--- config.mk ---
export PLATFORM = sky130hd
export DESIGN_NAME = game_flow_ctrl
export DESIGN_NICKNAME = d
export VERILOG_FILES = /design/src/rtl/game_flow_ctrl.sv
export SDC_FILE = /design/constraint.sdc
export NUM_CORES = 1
export LEC_CHECK = 0
export CORE_ASPECT_RATIO = 0.5
export CORE_UTILIZATION = 40
export CTS_BUF_LIST = sky130_fd_sc_hd__clkbuf_8 sky130_fd_sc_hd__clkbuf_16
export DETAILED_ROUTE_END_ITERATION = 8
export PLACE_DENSITY = 0.57
export REMOVE_ABC_BUFFERS = 1
export SLEW_MARGIN = 20
export SYNTH_ARGS = -nofsm -noshare
export SYNTH_HDL_FRONTEND = slang
export SYNTH_SLANG_ARGS = --single-unit
export TNS_END_PERCENT = 100
--- constraint.sdc ---
create_clock -name clk -period 3.6 [get_ports clk]
set_input_delay 0.72 -clock clk [delete_from_list [all_inputs] [get_ports clk]]
set_output_delay 0.72 -clock clk [all_outputs]
set_load 0.05 [all_outputs]
--- src/rtl/game_flow_ctrl.sv ---
// Pac-Man game-flow controller: start/ready/play/death/win/game-over sequencing,
// lives, saturating score and power-pellet frightened mode with chained ghost bonuses.
module game_flow_ctrl #(
   parameter int NUM_GHOSTS    = 2,
   parameter int START_LIVES   = 3,
   parameter int READY_FRAMES  = 120,
   parameter int DEATH_FRAMES  = 90,
   parameter int FRIGHT_FRAMES = 360,
   parameter int WARN_FRAMES   = 120
) (
   input  logic                  clk,
   input  logic                  reset_n,
   input  logic                  frame_enable,
   input  logic                  start_key,
   input  logic [NUM_GHOSTS-1:0] ghost_collision,
   input  logic                  pellet_collected,
   input  logic                  power_collected,
   input  logic                  all_pellets_cleared,
   output logic [2:0]            state,
   output logic                  move_en,
   output logic                  positions_reset,
   output logic                  board_reset,
   output logic                  frightened,
   output logic                  fright_warn,
   output logic [NUM_GHOSTS-1:0] ghost_eaten,
   output logic [3:0]            lives,
   output logic [15:0]           score,
   output logic                  game_over,
   output logic                  win
);

   localparam logic [2:0] S_IDLE      = 3'd0;
   localparam logic [2:0] S_READY     = 3'd1;
   localparam logic [2:0] S_PLAY      = 3'd2;
   localparam logic [2:0] S_DYING     = 3'd3;
   localparam logic [2:0] S_GAME_OVER = 3'd4;
   localparam logic [2:0] S_WIN       = 3'd5;

   localparam logic [15:0] READY_LD  = 16'(READY_FRAMES);
   localparam logic [15:0] DEATH_LD  = 16'(DEATH_FRAMES);
   localparam logic [15:0] FRIGHT_LD = 16'(FRIGHT_FRAMES);
   localparam logic [15:0] WARN_LD   = 16'(WARN_FRAMES);
   localparam logic [3:0]  START_LD  = 4'(START_LIVES);

   logic [2:0]            state_nx;
   logic [15:0]           frame_cnt, frame_cnt_nx;
   logic [15:0]           fright_cnt, fright_cnt_nx;
   logic                  frightened_nx;
   logic [NUM_GHOSTS-1:0] mask, mask_nx, hit, eat_sel, eaten_nx;
   logic [1:0]            eat_k, eat_k_nx;
   logic [3:0]            lives_nx;
   logic [15:0]           score_nx;
   logic [16:0]           add_sum, score_sum;
   logic                  pos_rst_nx, brd_rst_nx;

   always_comb begin
      state_nx      = state;
      frame_cnt_nx  = frame_cnt;
      fright_cnt_nx = fright_cnt;
      frightened_nx = frightened;
      mask_nx       = mask;
      eat_k_nx      = eat_k;
      lives_nx      = lives;
      score_nx      = score;
      pos_rst_nx    = 1'b0;
      brd_rst_nx    = 1'b0;
      eaten_nx      = '0;
      add_sum       = '0;
      score_sum     = '0;
      hit           = ghost_collision & ~mask;
      // isolate the lowest-index unmasked collider
      eat_sel       = hit & (-hit);

      case (state)
         S_IDLE, S_GAME_OVER, S_WIN: begin
            if (start_key) begin
               state_nx     = S_READY;
               frame_cnt_nx = READY_LD;
               pos_rst_nx   = 1'b1;
               brd_rst_nx   = 1'b1;
               lives_nx     = START_LD;
               score_nx     = '0;
            end
         end
         S_READY: begin
            if (frame_enable) begin
               if (frame_cnt <= 16'd1) begin
                  state_nx     = S_PLAY;
                  frame_cnt_nx = '0;
               end else begin
                  frame_cnt_nx = frame_cnt - 16'd1;
               end
            end
         end
         S_PLAY: begin
            if (pellet_collected) add_sum = add_sum + 17'd10;
            if (power_collected)  add_sum = add_sum + 17'd50;

            if (all_pellets_cleared) begin
               state_nx = S_WIN;
            end else if (frightened && (|hit)) begin
               eaten_nx = eat_sel;
               mask_nx  = mask | eat_sel;
               add_sum  = add_sum + (17'd200 << eat_k);
               if (eat_k != 2'd3) eat_k_nx = eat_k + 2'd1;
            end else if (!frightened && (|ghost_collision)) begin
               state_nx     = S_DYING;
               frame_cnt_nx = DEATH_LD;
               if (lives != 4'd0) lives_nx = lives - 4'd1;
            end

            // expiry is applied after an eat in the same cycle so the period ends clean
            if (frightened && frame_enable) begin
               if (fright_cnt <= 16'd1) begin
                  frightened_nx = 1'b0;
                  fright_cnt_nx = '0;
                  mask_nx       = '0;
                  eat_k_nx      = '0;
               end else begin
                  fright_cnt_nx = fright_cnt - 16'd1;
               end
            end

            if (power_collected) begin
               frightened_nx = 1'b1;
               fright_cnt_nx = FRIGHT_LD;
               mask_nx       = '0;
               eat_k_nx      = '0;
            end

            if (state_nx != S_PLAY) begin
               frightened_nx = 1'b0;
               fright_cnt_nx = '0;
               mask_nx       = '0;
               eat_k_nx      = '0;
            end

            score_sum = {1'b0, score} + add_sum;
            score_nx  = score_sum[16] ? 16'hFFFF : score_sum[15:0];
         end
         S_DYING: begin
            if (frame_enable) begin
               if (frame_cnt <= 16'd1) begin
                  if (lives == 4'd0) begin
                     state_nx     = S_GAME_OVER;
                     frame_cnt_nx = '0;
                  end else begin
                     state_nx     = S_READY;
                     frame_cnt_nx = READY_LD;
                     pos_rst_nx   = 1'b1;
                  end
               end else begin
                  frame_cnt_nx = frame_cnt - 16'd1;
               end
            end
         end
         default: state_nx = S_IDLE;
      endcase
   end

   always_ff @(posedge clk or negedge reset_n) begin
      if (!reset_n) begin
         state           <= S_IDLE;
         frame_cnt       <= '0;
         fright_cnt      <= '0;
         frightened      <= 1'b0;
         fright_warn     <= 1'b0;
         mask            <= '0;
         eat_k           <= '0;
         lives           <= START_LD;
         score           <= '0;
         ghost_eaten     <= '0;
         positions_reset <= 1'b0;
         board_reset     <= 1'b0;
         move_en         <= 1'b0;
         game_over       <= 1'b0;
         win             <= 1'b0;
      end else begin
         state           <= state_nx;
         frame_cnt       <= frame_cnt_nx;
         fright_cnt      <= fright_cnt_nx;
         frightened      <= frightened_nx;
         fright_warn     <= frightened_nx && (fright_cnt_nx <= WARN_LD);
         mask            <= mask_nx;
         eat_k           <= eat_k_nx;
         lives           <= lives_nx;
         score           <= score_nx;
         ghost_eaten     <= eaten_nx;
         positions_reset <= pos_rst_nx;
         board_reset     <= brd_rst_nx;
         move_en         <= (state_nx == S_PLAY);
         game_over       <= (state_nx == S_GAME_OVER);
         win             <= (state_nx == S_WIN);
      end
   end

endmodule

==> reports/qor.yml, run 1 <==
drtIter0Drc: 182
final_cell_mix: "66 x dfrtp_1, 56 x buf_4, 47 x nand2_1"
dieWidth_um: 151
syn2layout_area_growth_pct: 29.2
yosys_warnings: 0
fin_total_pwr_w: 0.00267
skew_ps: 4.95
core-area_sq_um: 10500
whs_path_depth: 1
multi_input_area_sq_um: 2620
leakage_nw: 2.68
worstReg2RegEnd: "score[14]"
via_per_inst: 5.42
fin_nets: 631
num_rows: 26
antenna_found_initial: 0
worstSetupEndpointType: "register"
dp.final_hpwl_mm: 7.96
synthFlopType: "dfrtp_1"
ys_seq_area_share_pct: 38.5
status: "complete, no violations"
track_usage_pct: 21.0
cp.required_ps: 3810
critPathMaxStageDelay_ps: 340
synth_edf_count: 0
num-fill-cells: 1002
period_needed_ps: 3440
dr.pass1.iters: 4
vias: 3984
peakVddDrop_v: 0.000260
p_sw_share_pct: 35.1
internal-power_w: 0.00173
ctsHtreeMaxLevel: 3
hp-start: "mask[1]"
reg2reg_from: "eat_k[0]"
routed_wl_mm: 11.1
initial_utilization_pct: 42.2
power_frac_clock_pct: 31.0
cts_buffers: 9
criticalPathCategory: "input pin to register"
n_antenna_cell: 0
grt_pass1_vias: 3909
insertion_delay_ps: 330
reg2reg_setup_slack_ps: 200
critPathLaunchType: "input pin"
drive_above_1_share_pct: 16.6
rr_worst_depth: 17
cpMostUsedCell: "a21o_1"
hold_viol: 0
synth_area_sq_um: 4420
path_cells: "dlygate4sd2_1 -> buf_4 -> ha_1 -> a21o_1 -> a21o_1 -> nand2_1 -> xor2_1 -> nor2_1 -> ha_1 -> a21o_1 -> a21o_1 -> o21ai_1 -> a31oi_4 -> buf_6 -> buf_4 -> a31oi_1 -> nor3_1"
synth-async-reset-ratio_pct: 100
synth_cell_types: 68
register_area_sq_um: 1700
synth.top_cell.area_share_pct: 37.4
cts.sinks: 68
cts_tree: "built"
ys_ff_latch: 68
arrival_ps: 3650
switchingPower_w: 0.000937
hold_slack_ps: 447
cts_max_path_buffers: 2
hold_class: "register to register"
p_comb_share_pct: 29.8
power.density_nw_per_um2: 467
setup_viol: 0
seq_power_share_pct: 39.2
cpMaxStageDelayCell: "ha_1"
relSlewSlack_pct: 40.8
clk_pin_slew_ps: 50
grt_pass1_wl_mm: 19.1
cts-root-buf: "clkbuf_16"
port_buffers: 40
clock.fmax_mhz: 290
top_usage_layer: "met2"
post-route-period-util_pct: 95.6
drc_errors: 0
grt_util_met2_pct: 32.9
die_y_um: 76.3
holdPathEnd: "ghost_eaten[1]"
ioPinCount: 41
mostFrequentLayoutCell: "dfrtp_1"
die_area_sq_um: 11500
gr-total-overflow: 0
holdBufCountCts: 0
routabilityCongestion: 0.815
routedWlPerCell_um: 15.0
tightest_slew_ps: 887
yosysTopAreaCell: "dfrtp_1"
avgSynthCellArea_sq_um: 8.84
grt_util_met3_pct: 4.61
grt_max_degree: 69
cp_max_fo: 4
cap_violations: 0
finalMaxSlewViolations: 0
ant_nets: 0
synth_cells: 500
synth_area_leaders: "dfrtp_1 37%, ha_1 7.9%, o21ai_0 4.8%"
grtUsageMet1_pct: 29.0
## per-stage QoR
stage          TNS, ps  utilization, %  setup slack [ps]  instance area [sq um]  cells
6_report             0            54.6               157                   5710    735
2_1_floorplan     -289               -             -84.0                   4350    484
5_1_grt          -33.8            54.6             -22.0                   5710    735
4_1_cts              0            54.0              4.40                   5650    733
3_5_place_dp     -5570            51.0              -459                   5340    717
3_3_place_gp     -4910            51.0              -389                   5340    717
## registers in the layout, summed over array words and instances, names as in the netlist
name and cells:
positions_reset 1, board_reset 1, eat_k 2, state 3, mask 2, frame_cnt 16, score 16, ghost_eaten 2
fright_warn 1, frightened 1, lives 4, move_en 1, win 1, game_over 1, fright_cnt 16
## power groups by stage
stage                     Clock (W)  Combinational (W)  Sequential (W)
after floorplan                   0           0.000394         0.00117
after global placement            0           0.000789         0.00105
after detailed placement          0           0.000795         0.00105
after CTS                  0.000853           0.000801         0.00104
after global routing       0.000878           0.000886         0.00107
final                      0.000827           0.000795         0.00104
## Yosys cell counts, drive strengths merged, types with 4 or more instances
| cell | number |
|---|---|
| or3 | 15 |
| o21ai | 45 |
| a21o | 10 |
| nor4 | 9 |
| a21oi | 23 |
| nor3 | 18 |
| or2 | 4 |
| dfrtp | 66 |
| nand3 | 20 |
| and3 | 7 |
| a31oi | 4 |
| clkbuf | 13 |
| inv | 26 |
| nand2 | 47 |
| nand2b | 12 |
| nor2 | 41 |
| xnor2 | 12 |
| xor2 | 8 |
| nor2b | 5 |
| o31a | 4 |
| o211ai | 7 |
| and2 | 8 |
| ha | 28 |
| a22oi | 6 |
| or4 | 6 |
## repair_timing
item | 4_1_cts | 5_1_grt
setup endpoints to repair | 6 | 16
buffers inserted | 2 | 2
cloned | 0 | 0
resized for setup | 8 | 11
pin swaps | 6 | 6
## per-layer routing
layer / vias to the layer above / wire length, um
li1: 2002 / -
met1: 1906 / 5540
met5: - / 0
met3: 14 / 486
met4: 0 / 125
met2: 62 / 4910
## kinds of logic after synthesis
kind of cell             synth area share [%]
buffers and inverters                    3.79
flip-flops                               38.5
XOR/XNOR                                 3.96
AND/OR/NAND/NOR                          24.4
multiplexers                            0.226
adder cells (fa/ha/maj)                  8.83
AO/OA/AOI/OAI                            20.2
## area by class of cell
type | count | share of cell area, %
Clock buffer | 12 | 4.66
Clock inverter | 2 | 0.175
Inverter | 26 | 1.71
Multi-Input combinational cell | 390 | 45.9
Sequential cell | 68 | 29.8
Tap cell | 140 | 3.07
Timing Repair Buffer | 97 | 14.7
## worst max-delay path by stage
stage,start,endpoint,slack (ps),cells past startpoint
2_1_floorplan,eat_k[1],score[2],-80,18
3_3_place_gp,pellet_collected,score[14],-390,18
3_5_place_dp,power_collected,score[14],-460,16
4_1_cts,eat_k[1],score[14],4,19
5_1_grt,eat_k[0],score[14],-20,20
6_report,power_collected,score[14],160,17
## worst max-delay path, delay by kind of cell
family / cells / cell delay (ps)
adders and majority gates: 2 / 620
buffers and inverters: 4 / 680
AOI/OAI and AO/OA: 7 / 1300
and+or+nand+nor: 3 / 200
xor gates and xnor gates: 1 / 150
Power figures use the tool's default switching activity.
==> run 2, diff against run 1 <==
--- a/config.mk
+++ b/config.mk
@@ -9,7 +9,7 @@
 export CORE_UTILIZATION = 40
 export CTS_BUF_LIST = sky130_fd_sc_hd__clkbuf_8 sky130_fd_sc_hd__clkbuf_16
 export DETAILED_ROUTE_END_ITERATION = 8
-export PLACE_DENSITY = 0.57
+export PLACE_DENSITY = 0.55
 export REMOVE_ABC_BUFFERS = 1
 export SLEW_MARGIN = 20
 export SYNTH_ARGS = -nofsm -noshare
==> constraint.sdc (replaced) <==
create_clock -name clk -period 3.2 [get_ports clk]
set_input_delay 0.64 -clock clk [delete_from_list [all_inputs] [get_ports clk]]
set_output_delay 0.64 -clock clk [all_outputs]
set_load 0.05 [all_outputs]
==> run 2 against run 1 <==
  * The flow now finishes with violations (negative setup slack)
  * Critical endpoint unchanged
  * Clock skew rose by 3.7 ps
  * Sequential power rose by 13%
  * Sequential share of layout area fell by 1.7 points
  * Global-route usage rose by 0.78 points
  * Final cell count rose by 3.1%
  * Wire length rose by 4.5%
  * Combinational power rose by 15%
  * Worst hold slack got worse by 140 ps
  * Utilization rose by 3.3 points
  * First-iteration DRC count rose by 2.7%
==> reports/qor.yml, run 2 (synthesis gave the netlist of run 1 again) <==
syn2layout_area_growth_pct: 37.1
criticalPathCategory: "input pin to register"
fin_nets: 652  # +3.3%
clk_pin_slew_ps: 60  # about the same
critPathMaxStageDelay_ps: 360  # +20 ps
reg.largest.list: "frame_cnt: 16 flops, fright_cnt: 16 flops, score: 16 flops"
initial_utilization_pct: 42.2  # unchanged
ioPinCount: 41  # unchanged
skew_ps: 8.60  # +3.65 ps
arrival_ps: 3550  # -100 ps
cap_violations: 0  # unchanged
vias: 4087  # +2.6%
status: "finished, violations left"
drc_errors: 0  # unchanged
dr.pass1.iters: 5  # +1
p_sw_share_pct: 33.9  # -1.3 points
cts_max_path_buffers: 2  # unchanged
die_area_sq_um: 11500  # unchanged
antenna_found_initial: 0  # unchanged
setup_viol: 11  # +11
dieWidth_um: 151  # unchanged
die_y_um: 76.3  # unchanged
ant_nets: 0  # unchanged
cp.required_ps: 3460  # -350 ps
pre_cts_ws_ps: -798  # -339 ps
finalMaxSlewViolations: 0  # unchanged
clock.fmax_mhz: 303
grt_pass1_wl_mm: 19.5  # +2.2%
finalWorstSetupSlack_ps: -95.4  # -252 ps
n_antenna_cell: 0  # unchanged
register_area_sq_um: 1700  # unchanged
core-area_sq_um: 10500  # unchanged
drtIter0Drc: 187  # +2.7%
period_needed_ps: 3300
cpMaxStageDelayCell: "or3_4"
insertion_delay_ps: 340  # about the same
grt_max_degree: 69  # unchanged
via_per_inst: 5.39  # -0.53%
hold_class: "input pin to async pin"
hold_viol: 0  # unchanged
worstSetupEndpointType: "register"
cts-root-buf: "clkbuf_16"
grt_pass1_vias: 3948  # +1.0%
p_comb_share_pct: 28.2  # -1.6 points
hold_slack_ps: 310  # -137 ps
internal-power_w: 0.00214  # +24%
track_usage_pct: 21.8  # +0.78 points
peakVddDrop_v: 0.000257  # -1.3%
dp.final_hpwl_mm: 8.08  # +1.5%
power_frac_clock_pct: 35.6  # +4.6 points
final_cell_mix: "70 x buf_4, 66 x dfrtp_1, 45 x nand2_1"
post-route-util_pct: 57.9  # +3.3 points
drive_above_1_share_pct: 22.3  # +5.7 points
routed_wl_mm: 11.6  # +4.5%
relSlewSlack_pct: 65.1  # +24 points
leakage_nw: 2.82  # +5.0%
critPathLaunchType: "input pin"
routedWlPerCell_um: 15.3  # +1.4%
multi_input_area_sq_um: 2710  # +3.3%
gr-total-overflow: 0  # unchanged
seq_power_share_pct: 36.2  # -3.0 points
port_buffers: 40  # unchanged
tightest_slew_ps: 521  # -366 ps
num-fill-cells: 931  # -7.1%
num_rows: 26  # unchanged
cts.sinks: 68  # unchanged
mostFrequentLayoutCell: "buf_4"
post-route-period-util_pct: 103
cts_tree: "built"
violations: "negative setup slack"
fin_total_pwr_w: 0.00324  # +21%
rsz0062_at_grt: "true"
ctsHtreeMaxLevel: 3  # unchanged
cts_buffers: 9  # unchanged
path_cells: "dlygate4sd2_1 -> ha_4 -> buf_4 -> buf_4 -> a21o_1 -> a21o_1 -> nand2_1 -> xor2_1 -> nor2_1 -> ha_1 -> and2_4 -> nand3_2 -> or3_4 -> a31oi_4 -> buf_6 -> buf_6 -> a31oi_4 -> nor3_2"
switchingPower_w: 0.00110  # +17%
cp_max_fo: 4  # unchanged
power.density_nw_per_um2: 534  # +15%
routabilityCongestion: 0.808  # -0.86%
[run 2: cell count changes in the layout (fill, tap and decap cells not counted), sizes merged]
cell / before / now
clkinvlp: 0 / 3
buf: 58 / 79
clkinv: 2 / 0
clkbuf: 12 / 9
inv: 26 / 27
bufinv: 0 / 3
[run 2: path summary, 6_finish.rpt]
path	startpoint	to	slack [ps]	cells after the start
worst max-delay path	pellet_collected	score[14]	-100	18
worst min-delay path	reset_n	frame_cnt[11]	310	2
worst max register to register	eat_k[0]	score[14]	-90	20
worst min register to register	mask[1]	ghost_eaten[1]	460	1
max in group asynchronous	reset_n	lives[1]	2530	2
min in group clk	mask[1]	ghost_eaten[1]	460	1
[run 2: stage by stage]
stage          setup TNS [ps]  cells  area, sq um
4_1_cts                  -802    756         5980
6_report                 -340    758         6060
5_1_grt                 -3710    758         6060
2_1_floorplan           -6340    484         4350
3_5_place_dp           -11060    738         5520
3_3_place_gp           -10270    738         5520
[run 2: power groups by stage]
stage	sequential (W)	clock, W	combinational (W)
final	0.00117	0.00115	0.000913
after global routing	0.00120	0.00122	0.00103
after CTS	0.00117	0.00118	0.000914
after detailed placement	0.00118	0	0.000904
after global placement	0.00118	0	0.000902
after floorplan	0.00132	0	0.000443
[run 2: final cells by class]
cell class,count,area share (%)
Clock inverter,7,1.92
Tap cell,140,2.89
Sequential cell,68,28.1
Inverter,26,1.61
Timing Repair Buffer,118,17.1
Multi-Input combinational cell,390,44.7
Clock buffer,9,3.72
[run 2: critical path, delay by kind of cell]
kind | cells | cell delay, ps
xor gates and xnor gates | 1 | 140
adders and majority gates | 2 | 520
AOI/OAI and AO/OA | 4 | 590
and+or+nand+nor | 6 | 890
buffers and inverters | 5 | 760
[run 2: per-layer routing]
| layer | up-vias | global-route usage [%] | part of all wire, % |
|---|---|---|---|
| met4 | 0 | 6.50 | 1.6 |
| li1 | 2050 | - | - |
| met1 | 1931 | 30.0 | 50 |
| met5 | - | 0 | 0 |
| met2 | 91 | 33.9 | 44 |
| met3 | 15 | 5.15 | 4.4 |
[run 2: timing repair]
action,CTS,global route
buffers inserted,2,2
pin swaps,12,18
hold buffers,0,0
cloned,0,0
endpoints found under the setup margin,16,16
resized for setup,30,12
